==> src/rtl/adc_sample_capture_if.sv <==
// rtl/adc_sample_capture_if.sv - sample stream bundle between capture block and DMA
interface adc_sample_capture_if;
    logic [31:0] tdata;
    logic        tvalid;
    logic        tready;
    logic        tlast;

    modport master (output tdata, output tvalid, output tlast, input tready);
    modport slave  (input tdata, input tvalid, input tlast, output tready);
endinterface

==> src/rtl/adc_sample_capture.sv <==
// rtl/adc_sample_capture.sv - serial ADC readout into a packetised sample stream
module adc_sample_capture #(
    parameter int DATA_WIDTH = 18,
    parameter int SCK_DIV    = 1,
    parameter int PACKET_LEN = 1024
) (
    input  logic                 aclk,
    input  logic                 areset,
    input  logic                 trigger,
    output logic                 sck,
    input  logic                 sdo,
    adc_sample_capture_if.master m_axis,
    output logic                 last,
    input  logic                 clear_overrun,
    output logic                 overrun,
    output logic [15:0]          overrun_count
);
    localparam int DIV_W  = $clog2(SCK_DIV + 1);
    localparam int CNT_W  = $clog2(DATA_WIDTH + 1);
    localparam int BEAT_W = $clog2(PACKET_LEN + 1);

    typedef enum logic [1:0] {
        IDLE     = 2'd0,
        SHIFT_LO = 2'd1,
        SHIFT_HI = 2'd2
    } state_t;

    state_t              r_state;
    state_t              w_next_state;
    logic [DIV_W-1:0]    r_div_cnt;
    logic [CNT_W-1:0]    r_bit_cnt;
    logic [DATA_WIDTH-1:0] r_shift;
    logic [DATA_WIDTH-1:0] w_shift_next;
    logic [BEAT_W-1:0]   r_beat;
    logic [BEAT_W-1:0]   w_beat_next;
    logic                r_sck;
    logic                r_tvalid;
    logic                r_tlast;
    logic [31:0]         r_tdata;
    logic                r_last;
    logic                r_overrun;
    logic [15:0]         r_ovr_cnt;
    logic                w_div_done;
    logic                w_bit_last;
    logic                w_shift_en;
    logic                w_sample;
    logic                w_hs;
    logic                w_load;
    logic                w_drop;
    logic                w_trig_ovr;
    logic [1:0]          w_ovr_inc;
    logic [16:0]         w_ovr_sum;

    assign w_div_done   = (r_div_cnt == DIV_W'(SCK_DIV - 1));
    assign w_bit_last   = (r_bit_cnt == CNT_W'(DATA_WIDTH - 1));
    assign w_shift_next = (r_shift << 1) | DATA_WIDTH'(sdo);
    assign w_hs         = r_tvalid && m_axis.tready;
    // A finished sample may replace a beat that is leaving in the same cycle.
    assign w_load       = w_sample && (!r_tvalid || w_hs);
    assign w_drop       = w_sample && !w_load;
    assign w_trig_ovr   = trigger && (r_state != IDLE);
    assign w_ovr_inc    = {1'b0, w_trig_ovr} + {1'b0, w_drop};
    assign w_ovr_sum    = {1'b0, r_ovr_cnt} + 17'(w_ovr_inc);
    assign w_beat_next  = w_hs ? (r_tlast ? '0 : r_beat + 1'b1) : r_beat;

    always_ff @(posedge aclk) begin
        if (areset) begin
            r_state <= IDLE;
        end else begin
            r_state <= w_next_state;
        end
    end

    always_comb begin
        w_next_state = r_state;
        w_shift_en   = 1'b0;
        w_sample     = 1'b0;
        case (r_state)
            IDLE: begin
                if (trigger) w_next_state = SHIFT_LO;
            end
            SHIFT_LO: begin
                if (w_div_done) w_next_state = SHIFT_HI;
            end
            SHIFT_HI: begin
                if (w_div_done) begin
                    w_shift_en = 1'b1;
                    if (w_bit_last) begin
                        w_sample     = 1'b1;
                        w_next_state = IDLE;
                    end else begin
                        w_next_state = SHIFT_LO;
                    end
                end
            end
            default: w_next_state = IDLE;
        endcase
    end

    always_ff @(posedge aclk) begin
        if (areset) begin
            r_sck     <= 1'b0;
            r_div_cnt <= '0;
            r_bit_cnt <= '0;
            r_shift   <= '0;
            r_beat    <= '0;
            r_tvalid  <= 1'b0;
            r_tlast   <= 1'b0;
            r_tdata   <= '0;
            r_last    <= 1'b0;
            r_overrun <= 1'b0;
            r_ovr_cnt <= '0;
        end else begin
            r_sck     <= (w_next_state == SHIFT_HI);
            r_div_cnt <= (r_state == IDLE || w_div_done) ? '0 : r_div_cnt + 1'b1;
            if (r_state == IDLE) begin
                r_bit_cnt <= '0;
            end else if (w_shift_en) begin
                r_bit_cnt <= r_bit_cnt + 1'b1;
            end
            if (w_shift_en) r_shift <= w_shift_next;
            r_beat <= w_beat_next;
            r_last <= w_hs && r_tlast;
            // tlast uses the post-handshake beat index so back-to-back beats frame correctly.
            if (w_load) begin
                r_tdata  <= 32'(w_shift_next);
                r_tvalid <= 1'b1;
                r_tlast  <= (w_beat_next == BEAT_W'(PACKET_LEN - 1));
            end else if (w_hs) begin
                r_tvalid <= 1'b0;
                r_tlast  <= 1'b0;
            end
            if (clear_overrun) begin
                r_overrun <= 1'b0;
                r_ovr_cnt <= '0;
            end else if (w_ovr_inc != 2'd0) begin
                r_overrun <= 1'b1;
                r_ovr_cnt <= w_ovr_sum[16] ? 16'hFFFF : w_ovr_sum[15:0];
            end
        end
    end

    assign sck           = r_sck;
    assign m_axis.tdata  = r_tdata;
    assign m_axis.tvalid = r_tvalid;
    assign m_axis.tlast  = r_tlast;
    assign last          = r_last;
    assign overrun       = r_overrun;
    assign overrun_count = r_ovr_cnt;
endmodule

==> src/flat_wrapper.sv <==
// flat-port wrapper written by rule: the top's interface ports become plain ports
module adc_sample_capture_flat 
#(
    parameter int DATA_WIDTH = 18,
    parameter int SCK_DIV    = 1,
    parameter int PACKET_LEN = 1024
)
  (aclk, areset, trigger, sck, sdo, last, clear_overrun, overrun, overrun_count, m_axis_tdata, m_axis_tvalid, m_axis_tlast, m_axis_tready);
  adc_sample_capture_if m_axis_i ();
  input  logic aclk;
  input  logic areset;
  input  logic trigger;
  output logic sck;
  input  logic sdo;
  output logic last;
  input  logic clear_overrun;
  output logic overrun;
  output logic [15:0] overrun_count;
  output wire logic [$bits(m_axis_i.tdata)-1:0] m_axis_tdata;
  output wire logic [$bits(m_axis_i.tvalid)-1:0] m_axis_tvalid;
  output wire logic [$bits(m_axis_i.tlast)-1:0] m_axis_tlast;
  input wire logic [$bits(m_axis_i.tready)-1:0] m_axis_tready;
  assign m_axis_tdata = m_axis_i.tdata;
  assign m_axis_tvalid = m_axis_i.tvalid;
  assign m_axis_tlast = m_axis_i.tlast;
  assign m_axis_i.tready = m_axis_tready;
  adc_sample_capture #(.DATA_WIDTH(DATA_WIDTH), .SCK_DIV(SCK_DIV), .PACKET_LEN(PACKET_LEN)) u_core (.aclk(aclk), .areset(areset), .trigger(trigger), .sck(sck), .sdo(sdo), .m_axis(m_axis_i), .last(last), .clear_overrun(clear_overrun), .overrun(overrun), .overrun_count(overrun_count));
endmodule
==> config.mk <==
export PLATFORM = sky130hd
export DESIGN_NAME = adc_sample_capture_flat
export DESIGN_NICKNAME = d
export VERILOG_FILES = /design/src/rtl/adc_sample_capture_if.sv /design/src/rtl/adc_sample_capture.sv /design/src/flat_wrapper.sv
export SDC_FILE = /design/constraint.sdc
export NUM_CORES = 1
export LEC_CHECK = 0
export ABC_AREA = 0
export CORE_MARGIN = 2
export CORE_UTILIZATION = 35
export DETAILED_ROUTE_END_ITERATION = 10
export HOLD_SLACK_MARGIN = 0.08
export SLEW_MARGIN = 20
export SYNTH_ARGS = -nofsm -noshare
export SYNTH_HDL_FRONTEND = slang
export SYNTH_SLANG_ARGS = --single-unit
==> constraint.sdc <==
create_clock -name aclk -period 2.8 [get_ports aclk]
set_clock_uncertainty 0.05 [all_clocks]
set_input_delay 0.56 -clock aclk [delete_from_list [all_inputs] [get_ports aclk]]
set_output_delay 0.56 -clock aclk [all_outputs]
set_load 0.02 [all_outputs]
==> impl_metrics.ini <==
[status]
run_status = complete, no violations

[layout]
finalInstanceArea_um2 = 4272
layout-area-overhead-vs-synth_pct = 30.45
filler_cell_count = 911
drive_gt1_frac = 0.1732
diode_insertion_count_for_antenna_repair = 0
fin_nets = 471

[drt]
dr_total_vias = 2728
vias_per_cell = 4.761
drtPass1Iterations = 4
final_antenna_net_count = 0
wire_per_inst_um = 11.97
drt_wl_total_mm = 6.857
initialDrtViolationCount = 106
drc_violation_count_after_routing = 0

[timing]
timing.slew.headroom = 0.6142
tightestPinTransition_ns = 0.5743
final-max-slew-violation-count = 0
finalCritPeriodShare = 0.9878
grt_setup_unrepaired = true
hold_violations = 0
maxClockFrequency_mhz = 361.6
totalNegativeSetupSlack_ns = 0
setup-violations-final = 0
clock_period_minus_final_worst_setup_slack_ns = 2.766

[worst_setup_path]
critical_path_peak_fanout = 3
cp_top_family = adder cells
buffers_plus_inverters_on_the_worst_setup_path = 5
critical_path_required_ns = 2.98
crit_path_max_incr_delay_ns = 0.44
endpoint_class_of_the_critical_path = flop
path_class = in -> reg
cp_max_stage_cell = sky130_fd_sc_hd__clkdlybuf4s50_1
crit_chain = clkdlybuf4s50_1, nand2b_4, nor2_2, inv_1, ha_1, ha_2, inv_2, fa_2, buf_4, nor3_4, buf_6, nand3_1, xor2_1, a21oi_1
startpoint_types = primary input
cp_data_arrival_time_ns = 2.94

[placed_design]
buffer_ports.inserted = 44
place_area_um2 = 3949
gpl.final_weighted_congestion = 0.8029
detailedPlacementHpwl_mm = 4.631

[global_route]
number_of_antenna_violations_at_the_first_check_in_global_routing = 0
maximum_number_of_pins_on_one_net_before_global_route_repair = 42
number_of_global_route_vias_before_repair = 2574
grt_pass1_wl_mm = 11.65
gr-usage-all-layers = 0.1450
global_route.overflow_total = 0

[synth]
synthDominantCellAreaShare = 0.4585
synth_ff_type = sky130_fd_sc_hd__dfxtp_1
synthTopCellsByArea = sky130_fd_sc_hd__dfxtp_1 46%, sky130_fd_sc_hd__nand2_1 9.5%, sky130_fd_sc_hd__a21oi_1 8.1%
seq_cells_post_synth = 75
synth-async-reset-ratio = 0
netlist.top_cell.by_area = sky130_fd_sc_hd__dfxtp_1
ys.warnings.count = 0
yosys.cell_types.count = 43
synth-seq-area-share = 0.4585
post_synth_instance_area_um2 = 3274
synth_area_per_cell_um2 = 8.396
synth-edff-count = 0
gate_count_after_technology_mapping = 390

[floorplan]
die_ht_um = 100.7
core_area_um2 = 9153
die-area_um2 = 10150
core.rowCount = 35
starting_density_of_the_core = 0.3578
boundaryPins = 59
overall_die_width_um = 100.7

[clock_network]
cts_max_path_buffers = 2
worst_setup_hold_path_clk_slew_ns = 0.08
cts_tree = done
tritoncts.num_buffers = 9
ctsHoldBuffers = 0
clk_latency_ns = 0.35
clock_sink_count = 75
htree_levels = 3
clk_root_buffer_cell = sky130_fd_sc_hd__clkbuf_8

[power]
cellPowerDensity_nw_per_um2 = 474.9
max_vdd_drop_mv = 0.2193
power.leakage_nw = 1.491

[hold_path]
timing.hold.worst.class = reg -> reg

[job]
max_cap_viol_count = 0
-- area by class of cell --
cell class | count | area [um^2] | area share
Multi-Input combinational cell | 282 | 1693 | 0.3963
Sequential cell | 75 | 1505 | 0.3524
Timing Repair Buffer | 74 | 669.4 | 0.1567
Tap cell | 111 | 138.9 | 0.03251
Clock buffer | 10 | 137.6 | 0.03222
Clock inverter | 6 | 71.32 | 0.01670
Inverter | 15 | 56.30 | 0.01318
-- worst register-to-register path, cell delays in order (launching register included) --
cell,delay (ns)
sky130_fd_sc_hd__dfxtp_2,0.33
sky130_fd_sc_hd__inv_2,0.06
sky130_fd_sc_hd__ha_4,0.11
sky130_fd_sc_hd__and4bb_2,0.25
sky130_fd_sc_hd__nand2_2,0.07
sky130_fd_sc_hd__nor2_2,0.10
sky130_fd_sc_hd__inv_1,0.05
sky130_fd_sc_hd__ha_1,0.27
sky130_fd_sc_hd__ha_2,0.18
sky130_fd_sc_hd__inv_2,0.04
sky130_fd_sc_hd__fa_2,0.38
sky130_fd_sc_hd__buf_4,0.16
sky130_fd_sc_hd__nor3_4,0.16
sky130_fd_sc_hd__buf_6,0.12
sky130_fd_sc_hd__nand3_1,0.08
sky130_fd_sc_hd__xor2_1,0.15
sky130_fd_sc_hd__a21oi_1,0.08
-- state kept, by name (all words and copies together) (netlist names), 2 cells and up --
name                  count
u_core.r_shift           17
u_core.m_axis.tdata      18
u_core.r_state            2
u_core.r_bit_cnt          5
u_core.overrun_count     16
u_core.r_beat            11
-- path summary, 6_finish.rpt --
path / start / to / slack (ns) / cells past startpoint
setup / recovery: m_axis_tready / u_core.overrun_count[10] / 0.03 / 14
hold / removal: u_core.m_axis.tdata[2] / u_core.m_axis.tdata[2] / 0.41 / 2
setup reg to reg: u_core.r_bit_cnt[1] / u_core.overrun_count[10] / 0.04 / 16
hold reg to reg: u_core.m_axis.tdata[2] / u_core.m_axis.tdata[2] / 0.41 / 2
-- cells in the final DEF, fill, tap and decap left out, types with 2 or more instances in the layout --
cell type,instances
sky130_fd_sc_hd__nand2_1,82
sky130_fd_sc_hd__dfxtp_1,72
sky130_fd_sc_hd__a21oi_1,52
sky130_fd_sc_hd__clkdlybuf4s50_1,44
sky130_fd_sc_hd__buf_4,29
sky130_fd_sc_hd__nor2_1,22
sky130_fd_sc_hd__conb_1,15
sky130_fd_sc_hd__inv_1,13
sky130_fd_sc_hd__xnor2_1,12
sky130_fd_sc_hd__xor2_1,11
sky130_fd_sc_hd__clkbuf_8,10
sky130_fd_sc_hd__nand3_1,9
sky130_fd_sc_hd__nand4_1,6
sky130_fd_sc_hd__nor3_1,5
sky130_fd_sc_hd__and3_1,5
sky130_fd_sc_hd__ha_1,5
sky130_fd_sc_hd__a31oi_1,4
sky130_fd_sc_hd__o21ai_0,3
sky130_fd_sc_hd__nand3_2,3
sky130_fd_sc_hd__nor2b_1,3
sky130_fd_sc_hd__dfxtp_2,3
sky130_fd_sc_hd__inv_2,2
sky130_fd_sc_hd__nand2_2,2
sky130_fd_sc_hd__nor2_2,2
sky130_fd_sc_hd__nor3b_1,2
sky130_fd_sc_hd__a211oi_1,2
sky130_fd_sc_hd__nand3_4,2
sky130_fd_sc_hd__or2_2,2
sky130_fd_sc_hd__nand3b_1,2
sky130_fd_sc_hd__nor4_1,2
sky130_fd_sc_hd__and4_1,2
sky130_fd_sc_hd__a221oi_1,2
sky130_fd_sc_hd__clkinvlp_4,2
sky130_fd_sc_hd__inv_6,2
-- kinds of logic after synthesis --
group,synth area share
flip-flops,0.4585
AND/OR/NAND/NOR,0.2476
XOR/XNOR,0.06152
multiplexers,0.003057
other,0.001145
buffers and inverters,0.07107
AO/OA/AOI/OAI,0.1242
adder cells (fa/ha/maj),0.03286
-- metrics by stage --
stage	utilization	std cells	setup WS (ns)	hold WS, ns	power (mW)
global placement	0.4314	553	-0.4146	0.3899	1.186
floorplan	-	404	-0.1037	0.3821	1.174
global route	0.4667	573	-0.1502	0.4249	2.115
finish	0.4667	573	0.03427	0.4078	2.029
detailed placement	0.4314	553	-0.4803	0.3987	1.187
CTS	0.4570	571	-0.007708	0.4108	2.054
-- Yosys cell counts (2+ instances only) --
| cell | instances |
|---|---|
| sky130_fd_sc_hd__inv_1 | 15 |
| sky130_fd_sc_hd__a21oi_1 | 53 |
| sky130_fd_sc_hd__xnor2_1 | 12 |
| sky130_fd_sc_hd__a211oi_1 | 3 |
| sky130_fd_sc_hd__nor4_1 | 3 |
| sky130_fd_sc_hd__ha_1 | 7 |
| sky130_fd_sc_hd__a221oi_1 | 2 |
| sky130_fd_sc_hd__nand3_1 | 12 |
| sky130_fd_sc_hd__nand3b_1 | 2 |
| sky130_fd_sc_hd__nor3_1 | 7 |
| sky130_fd_sc_hd__nor3b_1 | 2 |
| sky130_fd_sc_hd__buf_4 | 14 |
| sky130_fd_sc_hd__nand3_4 | 2 |
| sky130_fd_sc_hd__o21ai_0 | 4 |
| sky130_fd_sc_hd__or2_2 | 2 |
| sky130_fd_sc_hd__and4_1 | 2 |
| sky130_fd_sc_hd__nand4_1 | 6 |
| sky130_fd_sc_hd__nand2_1 | 83 |
| sky130_fd_sc_hd__nor2_1 | 25 |
| sky130_fd_sc_hd__clkbuf_1 | 15 |
| sky130_fd_sc_hd__nor2b_1 | 3 |
| sky130_fd_sc_hd__and3_1 | 6 |
| sky130_fd_sc_hd__a31oi_1 | 4 |
| sky130_fd_sc_hd__xor2_1 | 11 |
| sky130_fd_sc_hd__buf_2 | 3 |
| sky130_fd_sc_hd__dfxtp_1 | 75 |
-- repair_timing --
action / 4_1_cts / 5_1_grt
buffers inserted: 2 / 2
setup endpoints to repair: 12 / 16
pin swaps: 7 / 6
gates cloned: 0 / 0
resized for setup: 3 / 17
-- power by group --
group          switching, mW  internal, mW  total, mW
logic                 0.0604        0.0282     0.0886
registers            0.00432          1.07       1.08
clock network          0.422         0.443      0.865
total                  0.486          1.54       2.03
-- layer usage --
| layer | vias to the layer above | GRT usage | part of all wire |
|---|---|---|---|
| met1 | 1244 | 0.1814 | 0.47 |
| met4 | 0 | 0.06006 | 0.019 |
| met5 | - | 0 | 0 |
| li1 | 1422 | - | - |
| met2 | 52 | 0.2359 | 0.47 |
| met3 | 10 | 0.03883 | 0.038 |
Note: power is estimated with default switching activity, not from simulation.
